===== src/rtl/ex_mem_stage.sv =====
// ---------------------------------------------------------------------------
// ex_mem_stage
//
// EX -> MEM pipeline stage register with valid/ready flow control, flush and
// an optional skid slot. It carries the ALU result, store data, destination
// register index and a control bundle from execute to memory.
//
// Build option:
//   EX_MEM_SKID_EN  defined     : two slots (main + skid). in_ready comes
//                                 straight from a flop. occupancy is 0..2.
//                   not defined : single slot. in_ready = !out_valid ||
//                                 out_ready (combinational). occupancy is 0..1.
//
// Ports:
//   clk, reset        clock and asynchronous active-high reset
//   flush             synchronous squash of every held entry
//   in_valid/in_ready EX-side handshake
//   aluout_in, writedata_in, writereg_in, ctrl_in   EX-side payload
//   out_valid/out_ready MEM-side handshake
//   aluout_out, writedata_out, writereg_out, ctrl_out head-entry payload
//   occupancy         number of entries held
//   stall_cnt         saturating count of cycles with out_valid && !out_ready
// ---------------------------------------------------------------------------
module ex_mem_stage #(
  parameter int XLEN   = 32,
  parameter int REG_W  = 5,
  parameter int CTRL_W = 4,
  parameter int CNT_W  = 16
) (
  input  logic              clk,
  input  logic              reset,
  input  logic              flush,
  input  logic              in_valid,
  output logic              in_ready,
  input  logic [XLEN-1:0]   aluout_in,
  input  logic [XLEN-1:0]   writedata_in,
  input  logic [REG_W-1:0]  writereg_in,
  input  logic [CTRL_W-1:0] ctrl_in,
  output logic              out_valid,
  input  logic              out_ready,
  output logic [XLEN-1:0]   aluout_out,
  output logic [XLEN-1:0]   writedata_out,
  output logic [REG_W-1:0]  writereg_out,
  output logic [CTRL_W-1:0] ctrl_out,
  output logic [1:0]        occupancy,
  output logic [CNT_W-1:0]  stall_cnt
);

  localparam int PW = 2 * XLEN + REG_W + CTRL_W;

  logic              main_valid_q, main_valid_d;
  logic [PW-1:0]     main_data_q, main_data_d;
  logic [CNT_W-1:0]  stall_cnt_q, stall_cnt_d;
  logic [PW-1:0]     in_data;
  logic              in_fire;
  logic              out_fire;

  assign in_data   = {aluout_in, writedata_in, writereg_in, ctrl_in};
  assign in_fire   = in_valid && in_ready;
  assign out_fire  = main_valid_q && out_ready;
  assign out_valid = main_valid_q;
  assign stall_cnt = stall_cnt_q;
  assign {aluout_out, writedata_out, writereg_out, ctrl_out} = main_data_q;

`ifdef EX_MEM_SKID_EN
  logic          skid_valid_q, skid_valid_d;
  logic [PW-1:0] skid_data_q, skid_data_d;

  // Skid state alone gates acceptance, so out_ready never reaches in_ready.
  assign in_ready  = !skid_valid_q;
  assign occupancy = {1'b0, main_valid_q} + {1'b0, skid_valid_q};

  // Next-state for main and skid slots; flush beats every load.
  always_comb begin
    main_valid_d = main_valid_q;
    main_data_d  = main_data_q;
    skid_valid_d = skid_valid_q;
    skid_data_d  = skid_data_q;
    if (flush) begin
      main_valid_d = 1'b0;
      skid_valid_d = 1'b0;
    end else if (!main_valid_q || (out_fire && !skid_valid_q)) begin
      // Main is free (or freeing up) and nothing waits in skid.
      if (in_fire) begin
        main_valid_d = 1'b1;
        main_data_d  = in_data;
      end else begin
        main_valid_d = 1'b0;
      end
    end else if (out_fire) begin
      // Main drains with skid full: skid advances, keeping FIFO order.
      main_data_d = skid_data_q;
      if (in_fire) begin
        skid_data_d = in_data;
      end else begin
        skid_valid_d = 1'b0;
      end
    end else begin
      // Main held: a new entry parks in skid.
      if (in_fire) begin
        skid_valid_d = 1'b1;
        skid_data_d  = in_data;
      end else begin
        skid_valid_d = skid_valid_q;
      end
    end
  end

  // Skid slot registers.
  always_ff @(posedge clk or posedge reset) begin
    if (reset) begin
      skid_valid_q <= 1'b0;
      skid_data_q  <= {PW{1'b0}};
    end else begin
      skid_valid_q <= skid_valid_d;
      skid_data_q  <= skid_data_d;
    end
  end
`else
  assign in_ready  = !main_valid_q || out_ready;
  assign occupancy = {1'b0, main_valid_q};

  // Next-state for the single slot; flush beats the load.
  always_comb begin
    main_valid_d = main_valid_q;
    main_data_d  = main_data_q;
    if (flush) begin
      main_valid_d = 1'b0;
    end else if (in_fire) begin
      main_valid_d = 1'b1;
      main_data_d  = in_data;
    end else if (out_fire) begin
      main_valid_d = 1'b0;
    end else begin
      main_valid_d = main_valid_q;
    end
  end
`endif

  // Stall counter: counts held-but-not-consumed cycles, sticks at all-ones.
  always_comb begin
    stall_cnt_d = stall_cnt_q;
    if (main_valid_q && !out_ready && (stall_cnt_q != {CNT_W{1'b1}})) begin
      stall_cnt_d = stall_cnt_q + {{(CNT_W-1){1'b0}}, 1'b1};
    end else begin
      stall_cnt_d = stall_cnt_q;
    end
  end

  // Main slot and stall counter registers.
  always_ff @(posedge clk or posedge reset) begin
    if (reset) begin
      main_valid_q <= 1'b0;
      main_data_q  <= {PW{1'b0}};
      stall_cnt_q  <= {CNT_W{1'b0}};
    end else begin
      main_valid_q <= main_valid_d;
      main_data_q  <= main_data_d;
      stall_cnt_q  <= stall_cnt_d;
    end
  end

endmodule

===== config.mk =====
export PLATFORM = sky130hd
export DESIGN_NAME = ex_mem_stage
export DESIGN_NICKNAME = d
export VERILOG_FILES = /design/src/rtl/ex_mem_stage.sv
export SDC_FILE = /design/constraint.sdc
export NUM_CORES = 1
export LEC_CHECK = 0
export CELL_PAD_IN_SITES_DETAIL_PLACEMENT = 2
export CELL_PAD_IN_SITES_GLOBAL_PLACEMENT = 2
export CORE_MARGIN = 4
export CORE_UTILIZATION = 28
export DETAILED_ROUTE_END_ITERATION = 10
export PLACE_DENSITY_LB_ADDON = 0.1
export SETUP_SLACK_MARGIN = 0.4
export SYNTH_ARGS = -nofsm -noshare
export SYNTH_HDL_FRONTEND = slang
export SYNTH_SLANG_ARGS = --single-unit

===== constraint.sdc =====
create_clock -name clk -period 3.3 [get_ports clk]
set_input_delay 0.66 -clock clk [delete_from_list [all_inputs] [get_ports clk]]
set_output_delay 0.66 -clock clk [all_outputs]
set_load 0.005 [all_outputs]

# After elaboration in Yosys (flattened, before gate mapping)
# Cells that the tools add are included.
[op_classes]
bitwise_logic = 1
n_addsub = 1
n_eq_ne = 1
mux = 3
reduce_logical = 9
[op_table]
columns = ["cell", "count"]
rows = [
  ["adder 16 x 1 -> 16 bit (second input constant)", 1],
  ["!= test 16 bit (second input constant)", 1],
  ["logical AND 1 bit", 4],
  ["two-way mux 1 bit", 3],
  ["nonzero test 3 bit", 1],
  ["zero test 1 bit", 2],
  ["AND reduction 2 bit", 1],
  ["logical OR 1 bit", 1],
  ["inverter 1 bit", 1],
]
[totals]
word_cells = 18
out_inout_bits = 93
reg_bits = 90
inputBits = 78

# Longest topological paths before layout
[logic_depth]
word_depth = 5
mapped_depth = 6
depth_no_buf = 5

# Worst setup path after synthesis
# Ideal clock, no wire load.
[synth_timing]
path_type = "in2reg"
from = "input port out_ready"
to = "register main_data_q[0]"
arrival_ps = 1614
required_ps = 3175
slack_ps = 1561
path_stages = 6
path_buffers = 3
setup_ps = 125
cell_sequence = "nor2b_4 buf_6 nor3b_4 buf_12 buf_12 mux2_4"
[synth_via]
elab_chain_cells = 3
[synth_rtl]
columns = ["element", "line", "source"]
rows = [
  ["from (decl)", "40", "input logic out_ready,"],
  ["logical OR 1 bit", "120", "assign in_ready = !main_valid_q || out_ready;"],
  ["logical AND 1 bit", "59", "assign in_fire = in_valid && in_ready;"],
  ["AND reduction 2 bit (no line)", "-", ""],
  ["to (signal assigned)", "154", "main_data_q <= {PW{1'b0}};"],
  ["to (signal assigned)", "158", "main_data_q <= main_data_d;"],
  ["to (decl)", "52", "logic [PW-1:0] main_data_q, main_data_d;"],
]
# No other way between the ends.
# A chain may end at the register's enable or synchronous reset.

# Final worst setup path
[layout_timing]
from = "input port out_ready"
to = "output port in_ready"
[layout_via]
elab_chain_cells = 1
[layout_rtl]
columns = ["element", "line", "source"]
rows = [
  ["logical OR 1 bit", "120", ""],
  ["to (decl)", "34", "output logic in_ready,"],
]
# No other way between the ends.

==> results.toml <==
[global_route]
grt_pass1_vias = 2997
grt_max_degree = 62
grt_pass1_wl_um = 17700
grt_antenna_before_repair = 0
gr-total-overflow = 0
track_usage_pct = 14.2

[drt]
wl_per_cell_um = 18.9
routed_via_density = 4.41
top_layer = "met4"
drt_first_pass_iters = 3
drt-met1-wl_um = 5160
route.final.wire_length_um = 11300
dr.first_iter.drc_count = 65
vias = 2627
drc = 0
ant_nets = 0
wl_met2_um = 5350
wl_met3_um = 587

[synthesis]
syn_area_um2 = 3960
synth_cells = 239
synth_xor_area_share_pct = 2.43
synth_compound_area_share_pct = 0.853
syn_avg_cell_area_um2 = 16.6
synth-seq-cells = 90
muxShareOfSynthArea_pct = 27.9
synth_top_area_cell = "dfrtp_1"
synth_top_family_by_area = "multiplexers"
synth_nets = 318
synth_top_cell_area_share_pct = 56.8
synthSimpleGateAreaFrac_pct = 6.50
ys_top_cells_by_area = "dfrtp_1, mux2_4, buf_12, xnor2_1, mux2_1"
synthAdderAreaFrac_pct = 0.316
synthDistinctLibCells = 29
ys_seq_area_share_pct = 56.8
ys.warnings.count = 0

[critical_path]
startpoint_type = "input pin"
critPathLaunch = "out_ready"
crit_required_ns = 2.64
worst-path-max-fanout = 9
end_kind = "output pin"
critPathKind = "in2out"
worstReg2RegStart = "out_valid"
crit_chain = "clkdlybuf4s50_1 > nor2b_4 > inv_1 > clkdlybuf4s50_1"
crit_family = "buffers and inverters"
cp_data_arrival_time_ns = 1.89
slowest_stage = "clkdlybuf4s50_1"
crit_top_cell = "clkdlybuf4s50_1"
crit_buf_inv = 3
slowest_delay_ns = 0.46

[cts]
numCtsBuffers = 9
cts_resized = 0
cts_setup_buffers = 0
clock-root-buffer = "clkbuf_16"
ctsHoldBuffers = 0
clock_latency_ns = 0.34
cts_sinks = 90
ctsLongestPathBuffers = 2
cts_tree = "built"
path_clk_slew_ns = 0.06
h-tree-depth = 3

[sta]
min_period_over_period_pct = 77.3
fin_skew_ns = 0.00495
drv_slew = 0
fmax_mhz = 392
hold_viol = 0
fin_crit_ns = 2.55
relSlewSlack_pct = 66.2
worst_pin_slew_ns = 0.506
tns_ns = 0
rsz0062_at_grt = "false"
setup_viol = 0

[placed_design]
dpl.hpwl_um = 8000
gp_congestion = 0.712
io_buffers = 169

[floorplan]
dieHeight_um = 127
start_util_pct = 28.5
die_area_um2 = 16100
rows = 43
die_x_um = 127
coreArea_um2 = 13900
io_pins = 171

[pwr]
p_comb_share_pct = 25.4
ir_drop_uv = 276
power.density_nw_per_um2 = 562
swShare_pct = 24.5
report.power.total_w = 0.00341
clkPwrFrac_pct = 33.1
p_int_w = 0.00258
pwr-share-seq_pct = 41.5
power_switching_w = 0.000837
p_leak_nw = 2.59

[final_layout]
drive_above_1_share_pct = 22.8
areaGrowthSynthToFinish_pct = 53.2
layout.nets = 490
num_antenna_cells = 0

[job]
cap_violations = 0

[min_path]
hp-start = "main_data_q[6]"
hp-class = "reg2reg"

[run_status]
status = "finished clean"
-- per-layer routing --
| metal | GRT usage [%] | vias to the layer above |
|---|---|---|
| met5 | 0 | - |
| met4 | 4.86 | 0 |
| met3 | 4.17 | 9 |
| met2 | 23.2 | 96 |
| met1 | 18.1 | 1338 |
| li1 | - | 1184 |
-- logic make-up after synthesis --
family	after synthesis
and+or+nand+nor	41
AOI/OAI and AO/OA	6
buffers and inverters	14
xor gates and xnor gates	11
other	1
DFF	90
muxes	75
adders and majority gates	1
-- cells in the final DEF (no fill, tap or decap), drive strengths merged --
master / instances
clkdlybuf4s50: 169
dfrtp: 90
mux2: 75
nand2: 10
xnor2: 10
clkbuf: 9
nand4: 7
nand3: 6
nor2: 5
buf: 4
and4: 3
and3: 3
a21oi: 3
nor3: 3
clkinv: 3
inv: 3
bufinv: 2
o21ai: 2
nor2b: 1
nor3b: 1
clkinvlp: 1
nand4b: 1
a41oi: 1
and2: 1
xor2: 1
ha: 1
conb: 1
-- power groups by stage --
stage	logic (W)	registers [W]	clock network [W]
after global placement	0.000870	0.00143	0
after detailed placement	0.000878	0.00144	0
after CTS	0.000888	0.00142	0.00118
after global routing	0.000922	0.00145	0.00122
final	0.000867	0.00142	0.00113
after floorplan	0.000343	0.00143	0
-- per-stage QoR --
step           std cells  hold WS [ns]  utilization (%)  cell area, um2  setup slack (ns)
3_3_place_gp         580         0.468             41.4            5750             0.750
4_1_cts              596         0.492             43.7            6070             0.732
6_report             596         0.484             43.7            6070             0.749
3_5_place_dp         580         0.476             41.4            5750             0.739
2_1_floorplan        239         0.483                -            3970              1.56
5_1_grt              596         0.504             43.7            6070             0.681
-- final timing paths --
check,end,slack [ns],depth (start not counted)
max,in_ready,0.75,4
min,main_data_q[6],0.48,1
max reg2reg,main_data_q[5],1.47,4
min reg2reg,main_data_q[6],0.48,1
max in group asynchronous,main_data_q[15],1.99,3
min in group asynchronous,main_data_q[70],0.63,2
-- sequential cells by signal, summed over array words and instances, names as in the netlist --
signal,cells
stall_cnt,16
main_data_q,73
out_valid,1
-- layout make-up --
type	count	area, um2
inverters	2	11.3
clock buffers	9	225
multi-input cells	135	1510
flip-flops and latches	90	2250
clock inverters	7	100
repair buffers	173	1750
well taps	180	225
fillers	1399	7810
-- synth_stat cells, drive strengths merged --
library cell,number
nor2b,1
nor3,3
conb,1
and4,3
nand2,10
a41oi,1
mux2,75
o21ai,2
and2,1
xor2,1
nand3,6
nand4,7
a21oi,3
nor3b,1
ha,1
dfrtp,90
inv,2
and3,3
xnor2,10
buf,12
nor2,5
nand4b,1
(Power assumes the default switching activity.)
